**src/rtl/imem_arbiter_if.sv**
```systemverilog
// Request/response and BRAM-side signal bundle for the instruction-memory arbiter.
// slave = arbiter view; master = requesters plus memory (the bench side).
interface imem_arbiter_if #(
  parameter int ADDR_W = 12
);
  logic              fetch_req;
  logic [31:0]       fetch_addr;
  logic              fetch_gnt;
  logic              fetch_rvalid;
  logic [31:0]       fetch_rdata;
  logic              dbg_req;
  logic              dbg_we;
  logic [31:0]       dbg_addr;
  logic [31:0]       dbg_wdata;
  logic              dbg_gnt;
  logic              dbg_rvalid;
  logic [31:0]       dbg_rdata;
  logic              dbg_lock;
  logic              err_clr;
  logic              err_misalign;
  logic              err_range;
  logic              mem_en;
  logic              mem_we;
  logic [ADDR_W-1:0] mem_addr;
  logic [31:0]       mem_wdata;
  logic [31:0]       mem_rdata;

  modport slave (
    input  fetch_req, fetch_addr, dbg_req, dbg_we, dbg_addr, dbg_wdata,
           dbg_lock, err_clr, mem_rdata,
    output fetch_gnt, fetch_rvalid, fetch_rdata, dbg_gnt, dbg_rvalid,
           dbg_rdata, err_misalign, err_range, mem_en, mem_we, mem_addr, mem_wdata
  );

  modport master (
    output fetch_req, fetch_addr, dbg_req, dbg_we, dbg_addr, dbg_wdata,
           dbg_lock, err_clr, mem_rdata,
    input  fetch_gnt, fetch_rvalid, fetch_rdata, dbg_gnt, dbg_rvalid,
           dbg_rdata, err_misalign, err_range, mem_en, mem_we, mem_addr, mem_wdata
  );
endinterface

```
**src/rtl/imem_arbiter.sv**
```systemverilog
// Fetch/debug arbiter for a single-port instruction BRAM: zero-cycle grant, read data 1 cycle later.
// Requesters hold req until gnt; fetch has priority, debug forced in after STARVE_MAX denials or via lock.
module imem_arbiter #(
  parameter int ADDR_W     = 12,
  parameter int STARVE_MAX = 4
) (
  input  logic         clk,
  input  logic         rst_n,
  imem_arbiter_if.slave bus
);
  localparam logic [3:0]  STARVE_LIM = 4'(STARVE_MAX);
  localparam logic [31:0] NOP_INSN   = 32'h0000_0013;

  typedef enum logic {NORMAL = 1'b0, LOCKED = 1'b1} state_t;

  state_t      state, state_nxt;
  logic [3:0]  starve_cnt, starve_nxt;
  logic        fetch_gnt, dbg_gnt, any_gnt;
  logic [31:0] sel_addr;
  logic        sel_oor, sel_mis;
  logic        rsp_fetch, rsp_dbg, rsp_oor;
  logic [31:0] rsp_data, fetch_hold, dbg_hold;
  logic        err_mis_q, err_rng_q;

  always_ff @(posedge clk or negedge rst_n) begin
    if (!rst_n) begin
      state      <= NORMAL;
      starve_cnt <= '0;
    end else begin
      state      <= state_nxt;
      starve_cnt <= starve_nxt;
    end
  end

  always_comb begin
    state_nxt  = bus.dbg_lock ? LOCKED : NORMAL;
    fetch_gnt  = 1'b0;
    dbg_gnt    = 1'b0;
    if (state == LOCKED) begin
      dbg_gnt = bus.dbg_req;
    end else if (bus.dbg_req && (starve_cnt == STARVE_LIM)) begin
      dbg_gnt = 1'b1;
    end else begin
      fetch_gnt = bus.fetch_req;
      dbg_gnt   = bus.dbg_req & ~bus.fetch_req;
    end
    starve_nxt = starve_cnt;
    if (!bus.dbg_req || dbg_gnt) begin
      starve_nxt = '0;
    end else if (starve_cnt < STARVE_LIM) begin
      starve_nxt = starve_cnt + 4'd1;
    end
  end

  // Idle cycles present the fetch address to the BRAM; mem_en stays low so it is harmless.
  assign any_gnt  = fetch_gnt | dbg_gnt;
  assign sel_addr = dbg_gnt ? bus.dbg_addr : bus.fetch_addr;
  assign sel_oor  = |sel_addr[31:ADDR_W+2];
  assign sel_mis  = |sel_addr[1:0];

  assign bus.fetch_gnt = fetch_gnt;
  assign bus.dbg_gnt   = dbg_gnt;
  assign bus.mem_en    = any_gnt & ~sel_oor;
  assign bus.mem_we    = dbg_gnt & bus.dbg_we;
  assign bus.mem_addr  = sel_addr[ADDR_W+1:2];
  assign bus.mem_wdata = dbg_gnt ? bus.dbg_wdata : '0;

  always_ff @(posedge clk or negedge rst_n) begin
    if (!rst_n) begin
      rsp_fetch  <= 1'b0;
      rsp_dbg    <= 1'b0;
      rsp_oor    <= 1'b0;
      fetch_hold <= '0;
      dbg_hold   <= '0;
      err_mis_q  <= 1'b0;
      err_rng_q  <= 1'b0;
    end else begin
      rsp_fetch <= fetch_gnt;
      rsp_dbg   <= dbg_gnt & ~bus.dbg_we;
      rsp_oor   <= any_gnt & sel_oor;
      if (rsp_fetch) fetch_hold <= rsp_data;
      if (rsp_dbg)   dbg_hold   <= rsp_data;
      // A new error outranks a simultaneous clear.
      if (any_gnt && sel_mis)  err_mis_q <= 1'b1;
      else if (bus.err_clr)    err_mis_q <= 1'b0;
      if (any_gnt && sel_oor)  err_rng_q <= 1'b1;
      else if (bus.err_clr)    err_rng_q <= 1'b0;
    end
  end

  assign rsp_data         = rsp_oor ? NOP_INSN : bus.mem_rdata;
  assign bus.fetch_rvalid = rsp_fetch;
  assign bus.fetch_rdata  = rsp_fetch ? rsp_data : fetch_hold;
  assign bus.dbg_rvalid   = rsp_dbg;
  assign bus.dbg_rdata    = rsp_dbg ? rsp_data : dbg_hold;
  assign bus.err_misalign = err_mis_q;
  assign bus.err_range    = err_rng_q;
endmodule

```
**src/flat_wrapper.sv**
```systemverilog
// flat-port wrapper written by rule: the top's interface ports become plain ports
module imem_arbiter_flat 
#(
  parameter int ADDR_W     = 12,
  parameter int STARVE_MAX = 4
)
  (clk, rst_n, bus_fetch_req, bus_fetch_addr, bus_dbg_req, bus_dbg_we, bus_dbg_addr, bus_dbg_wdata, bus_dbg_lock, bus_err_clr, bus_mem_rdata, bus_fetch_gnt, bus_fetch_rvalid, bus_fetch_rdata, bus_dbg_gnt, bus_dbg_rvalid, bus_dbg_rdata, bus_err_misalign, bus_err_range, bus_mem_en, bus_mem_we, bus_mem_addr, bus_mem_wdata);
  imem_arbiter_if #(.ADDR_W(ADDR_W)) bus_i ();
  input  logic clk;
  input  logic rst_n;
  input wire logic [$bits(bus_i.fetch_req)-1:0] bus_fetch_req;
  input wire logic [$bits(bus_i.fetch_addr)-1:0] bus_fetch_addr;
  input wire logic [$bits(bus_i.dbg_req)-1:0] bus_dbg_req;
  input wire logic [$bits(bus_i.dbg_we)-1:0] bus_dbg_we;
  input wire logic [$bits(bus_i.dbg_addr)-1:0] bus_dbg_addr;
  input wire logic [$bits(bus_i.dbg_wdata)-1:0] bus_dbg_wdata;
  input wire logic [$bits(bus_i.dbg_lock)-1:0] bus_dbg_lock;
  input wire logic [$bits(bus_i.err_clr)-1:0] bus_err_clr;
  input wire logic [$bits(bus_i.mem_rdata)-1:0] bus_mem_rdata;
  output wire logic [$bits(bus_i.fetch_gnt)-1:0] bus_fetch_gnt;
  output wire logic [$bits(bus_i.fetch_rvalid)-1:0] bus_fetch_rvalid;
  output wire logic [$bits(bus_i.fetch_rdata)-1:0] bus_fetch_rdata;
  output wire logic [$bits(bus_i.dbg_gnt)-1:0] bus_dbg_gnt;
  output wire logic [$bits(bus_i.dbg_rvalid)-1:0] bus_dbg_rvalid;
  output wire logic [$bits(bus_i.dbg_rdata)-1:0] bus_dbg_rdata;
  output wire logic [$bits(bus_i.err_misalign)-1:0] bus_err_misalign;
  output wire logic [$bits(bus_i.err_range)-1:0] bus_err_range;
  output wire logic [$bits(bus_i.mem_en)-1:0] bus_mem_en;
  output wire logic [$bits(bus_i.mem_we)-1:0] bus_mem_we;
  output wire logic [$bits(bus_i.mem_addr)-1:0] bus_mem_addr;
  output wire logic [$bits(bus_i.mem_wdata)-1:0] bus_mem_wdata;
  assign bus_i.fetch_req = bus_fetch_req;
  assign bus_i.fetch_addr = bus_fetch_addr;
  assign bus_i.dbg_req = bus_dbg_req;
  assign bus_i.dbg_we = bus_dbg_we;
  assign bus_i.dbg_addr = bus_dbg_addr;
  assign bus_i.dbg_wdata = bus_dbg_wdata;
  assign bus_i.dbg_lock = bus_dbg_lock;
  assign bus_i.err_clr = bus_err_clr;
  assign bus_i.mem_rdata = bus_mem_rdata;
  assign bus_fetch_gnt = bus_i.fetch_gnt;
  assign bus_fetch_rvalid = bus_i.fetch_rvalid;
  assign bus_fetch_rdata = bus_i.fetch_rdata;
  assign bus_dbg_gnt = bus_i.dbg_gnt;
  assign bus_dbg_rvalid = bus_i.dbg_rvalid;
  assign bus_dbg_rdata = bus_i.dbg_rdata;
  assign bus_err_misalign = bus_i.err_misalign;
  assign bus_err_range = bus_i.err_range;
  assign bus_mem_en = bus_i.mem_en;
  assign bus_mem_we = bus_i.mem_we;
  assign bus_mem_addr = bus_i.mem_addr;
  assign bus_mem_wdata = bus_i.mem_wdata;
  imem_arbiter #(.ADDR_W(ADDR_W), .STARVE_MAX(STARVE_MAX)) u_core (.clk(clk), .rst_n(rst_n), .bus(bus_i));
endmodule
```
**config.mk**
```make
export PLATFORM = sky130hd
export DESIGN_NAME = imem_arbiter_flat
export DESIGN_NICKNAME = d
export VERILOG_FILES = /design/src/rtl/imem_arbiter_if.sv /design/src/rtl/imem_arbiter.sv /design/src/flat_wrapper.sv
export SDC_FILE = /design/constraint.sdc
export NUM_CORES = 1
export LEC_CHECK = 0
export ABC_AREA = 1
export BUFFER_PORTS_ARGS = -buffer_cell sky130_fd_sc_hd__buf_2
export CAP_MARGIN = 40
export CORE_MARGIN = 1
export CORE_UTILIZATION = 35
export DETAILED_ROUTE_END_ITERATION = 10
export PLACE_DENSITY_LB_ADDON = 0.05
export SLEW_MARGIN = 5
export SYNTH_ARGS = -nofsm -noshare
export SYNTH_HDL_FRONTEND = slang
export SYNTH_SLANG_ARGS = --single-unit
```
**constraint.sdc**
```tcl
create_clock -name clk -period 1.98 [get_ports clk]
set_input_delay 0.198 -clock clk [delete_from_list [all_inputs] [get_ports clk]]
set_output_delay 0.198 -clock clk [all_outputs]
set_load 0.01 [all_outputs]
```
After elaboration in Yosys (flattened, before gate mapping). Cells that the tools add are included.

Output and inout port bits: 116. Word-level logic and storage cells: 46. Register bits: 74. Bits of input ports: 135.

Bitwise gates (word level): 9. $add $sub $neg: 1. Muxes and demuxes: 15. Reduce and logical (&&, ||, !) cells: 10. $lt $le $gt $ge: 1. Eq/ne operators: 1.

Operator list (count): $mux 32 (5); $reduce_or 18->1 (1); $mux 1 (8); $mux 4 (2); $reduce_bool 2->1 (3); $and 1x1->1 (5); $add 4x1->4 const B (1); $eq 4x3->1 const B (1); $lt 4x3->1 const B (1); $logic_and 1x1->1 (3); $not 1->1 (3); $reduce_or 2->1 (1); $logic_not 1->1 (1); $logic_or 1x1->1 (1); $or 1x1->1 (1).

Longest topological paths before layout.
Depth after elaboration: 8. Depth in mapped cells: 8. Gate-level depth less buffers: 8.

Least setup slack after synthesis. OpenSTA, ideal clock, no wires.

Kind: reg-to-output. Start: register u_core.starve_cnt[0]. End: output port bus_mem_wdata[11]. Path buffers: 2. Stages on the path, launching flop included: 9. Data arrival time: 1.281 ns. Path slack: 0.501 ns. Data required time: 1.782 ns. Path through: dfrtp_1 > inv_1 > ha_1 > nand4_2 > nand2_4 > inv_2 > buf_6 > buf_12 > nor2_4.

Cells in the longest elaborated chain, start to end: 5.

RTL lines: start, declared (RTL line imem_arbiter.sv:17) `logic [3:0] starve_cnt, starve_nxt;`; start signal, assigned (RTL line imem_arbiter.sv:31) `starve_cnt <= starve_nxt;`; $eq 4x3->1 (RTL line imem_arbiter.sv:41) `end else if (bus.dbg_req && (starve_cnt == STARVE_LIM)) begin`; $logic_and 1x1->1 (RTL line imem_arbiter.sv:41); $mux 1 (RTL line imem_arbiter.sv:41); $mux 1 (RTL line imem_arbiter.sv:39) `if (state == LOCKED) begin`; $mux 32 (RTL line imem_arbiter.sv:66) `assign bus.mem_wdata = dbg_gnt ? bus.dbg_wdata : '0;`; end, declared (RTL line flat_wrapper.sv:31) `output wire logic [$bits(bus_i.mem_wdata)-1:0] bus_mem_wdata;`.

Every way passes these cells.

Final worst setup path.
Start: register u_core.starve_cnt[0]. End: output port bus_mem_en.

Cells in the longest elaborated chain, start to end: 8. Elaborated cells on any way between the ends: 11. Those cells by class: eq/ne (1); mux (5); bitwise (3); reduce/logical (2).

RTL lines: $eq 4x3->1 * (RTL line imem_arbiter.sv:41); $logic_and 1x1->1 * (RTL line imem_arbiter.sv:41); $mux 1 (RTL line imem_arbiter.sv:41); $mux 1 (RTL line imem_arbiter.sv:39); $mux 32 (RTL line imem_arbiter.sv:57) `assign sel_addr = dbg_gnt ? bus.dbg_addr : bus.fetch_addr;`; $reduce_or 18->1 (RTL line imem_arbiter.sv:58) `assign sel_oor = |sel_addr[31:ADDR_W+2];`; $not 1->1 (RTL line imem_arbiter.sv:63) `assign bus.mem_en = any_gnt & ~sel_oor;`; $and 1x1->1 * (RTL line imem_arbiter.sv:63); end, declared (RTL line flat_wrapper.sv:28) `output wire logic [$bits(bus_i.mem_en)-1:0] bus_mem_en;`.

Mark *: on every way between the ends. The rest lies on a longest branch, timed or not.

==> out/metrics.yaml <==
status: "finished, final reports clean"
end_kind: "output port"
cp.required_ns: 1.78
ys_ff_latch: 74
start_util_pct: 35.8
areaGrowthSynthToFinish_pct: 48.7
dp_hpwl_um: 8780
fin_setup_tns_ns: 0
cp-start-kind: "flop"
p_int_mw: 2.84
syn_nets: 608
synth_ff_type: "dfrtp_1"
first_pass_iters: 4
cts_buffers: 9
dieWidth_um: 105
worst_pin_slew_ns: 0.402
fp.dieH_um: 105
p_sw_mw: 1.24
finalMaxSlewViolations: 0
period_needed_ns: 1.88
n_antenna_cell: 0
clk_pin_slew_worst_paths_ns: 0.07
track_usage_pct: 22.0
worstPathMaxFanout: 2
synthArstFlopShare_pct: 100
insertion_delay_ns: 0.35
grt_pass1_wl_um: 18700
clock_power_share_pct: 30.7
combPwrFrac_pct: 26.5
criticalPathCategory: "reg -> out"
p_sw_share_pct: 30.4
hold_slack_ns: 0.0351
relSlewSlack_pct: 73.2
final_common_cell: "buf_2"
synth_cells: 471
cts_root_buf: "clkbuf_8"
syn_area_um2: 3680
postSynthAreaPerCell_um2: 7.81
cts_tree: "yes"
synth_edf_count: 0
ys_types: 20
grt_setup_unrepaired: "no"
dieArea_um2: 10900
min-delay-path-class: "in -> reg"
antenna_found_initial: 0
ir_worst_vdd_mv: 0.294
placement.cell_area_um2: 5090
htree_num_levels: 3
yosys_warnings: 0
antenna_left: 0
overflow: 0
fin_crit_sh_pct: 95.0
grt_max_degree: 33
wl_per_cell_um: 13.2
hold_viol_final: 0
fp-row-count: 37
vias: 3848
drc: 0
fin_area_um2: 5470
timing.fmax_mhz: 532
drt_iter0_markers: 191
cts_buffer_depth: 2
fillers: 1017
cts_sinks: 74
power_density_nw_per_um2: 747
p_leak_nw: 3.37
wirelength_um: 11500
seqPwrFrac_pct: 42.8
grt_pass1_vias: 3849
gp_congestion: 0.808
cap_viol_max_count: 0
arrival_ns: 1.68
skew_ns: 0.00723
core_area_um2: 10300
port_buffers: 250
seq_area_frac_synth_pct: 50.3
setup_viol: 0
vias_per_cell: 4.41
final_cell_mix: "249 x buf_2, 175 x nand2_1, 74 x dfrtp_1"
ios: 251
final_layout_size_suffix_gt1_share_pct: 42.9
fin_nets: 870
-- worst paths after layout --
| check | start | end | slack [ns] | depth (start not counted) |
|---|---|---|---|---|
| min in group asynchronous | rst_n | u_core.dbg_hold[8] | 0.31 | 2 |
| max reg2reg | u_core.starve_cnt[0] | u_core.bus.err_range | 0.57 | 10 |
| min | bus_dbg_we | u_core.bus.dbg_rvalid | 0.04 | 2 |
| max | u_core.starve_cnt[0] | bus_mem_en | 0.1 | 8 |
| min reg2reg | u_core.dbg_hold[5] | u_core.dbg_hold[5] | 0.47 | 2 |
| max in group asynchronous | rst_n | u_core.fetch_hold[19] | 1.07 | 3 |
-- metrics by stage --
stage | std cells | utilization (%) | setup slack (ns) | power [mW]
global route | 873 | 53.2 | 0.00305 | 4.35
floorplan | 471 | - | 0.501 | 2.31
CTS | 869 | 52.4 | 0.00375 | 4.12
global placement | 847 | 49.5 | 0.245 | 2.81
detailed placement | 847 | 49.5 | 0.163 | 2.83
finish | 873 | 53.2 | 0.0989 | 4.09
-- area by class of cell --
type	count	area, µm²	share of cell area, %
Timing Repair Buffer	275	1520	27.8
Tap cell	136	170	3.11
Inverter	55	218	3.98
Clock inverter	5	80.1	1.46
Sequential cell	74	1850	33.8
Multi-Input combinational cell	318	1510	27.5
Clock buffer	10	128	2.33
-- Yosys cell counts (2+ instances only) --
cell type  instances  share of area (%)
ha_1               2               0.68
dfrtp_1           74                 50
clkbuf_1          10                1.0
clkinv_1           2               0.20
nor2_4            20                6.1
nand2_1          175                 18
a21oi_1            4               0.54
o21ai_0            8                1.1
buf_12             2                1.1
nor2_1            42                4.3
inv_1             52                5.3
nand3_1           63                8.6
buf_2             10                1.4
-- critical path, stage by stage (launching register included) --
cell     delay, ns
dfrtp_1       0.39
inv_2         0.10
ha_4          0.14
nand4_4       0.09
buf_6         0.14
a21oi_2       0.11
nand2_1       0.08
a21oi_1       0.14
buf_2         0.15
-- cells by family after synthesis --
family | count (synthesis) | synth area share [%]
buffers and inverters | 79 | 9.49
adders and majority gates | 2 | 0.680
and+or+nand+nor | 303 | 37.6
AOI/OAI and AO/OA | 12 | 1.63
xor gates and xnor gates | 1 | 0.238
DFF | 74 | 50.3
-- metal layers --
layer / GRT usage, % / vias up / wire length [µm]
met5: 0 / - / 0
li1: - / 1958 / -
met3: 5.51 / 24 / 684
met1: 25.4 / 1725 / 4490
met4: 9.08 / 0 / 359
met2: 38.7 / 141 / 6010
-- flip-flops by register name, indices dropped and copies added (netlist names) --
register / flops
u_core.state: 1
u_core.fetch_hold: 32
u_core.rsp_oor: 1
u_core.starve_cnt: 4
u_core.dbg_hold: 32
u_core.bus.err_misalign: 1
u_core.bus.fetch_rvalid: 1
u_core.bus.err_range: 1
u_core.bus.dbg_rvalid: 1
-- what timing repair did --
action | in CTS | in global routing
hold buffers | 2 | 0
hold endpoints to repair | 30 | 0
gates cloned | 1 | 0
buffers inserted | 4 | 4
resized for setup | 5 | 13
pin swaps | 2 | 2
endpoints found under the setup margin | 44 | 57
-- power by group through the flow --
stage               combinational [mW]  sequential, mW  clock [mW]
finish                            1.08            1.75        1.25
global route                      1.21            1.77        1.36
CTS                               1.08            1.75        1.29
detailed placement                1.05            1.78           0
global placement                  1.04            1.77           0
floorplan                        0.537            1.77           0
(Power assumes the default switching activity.)
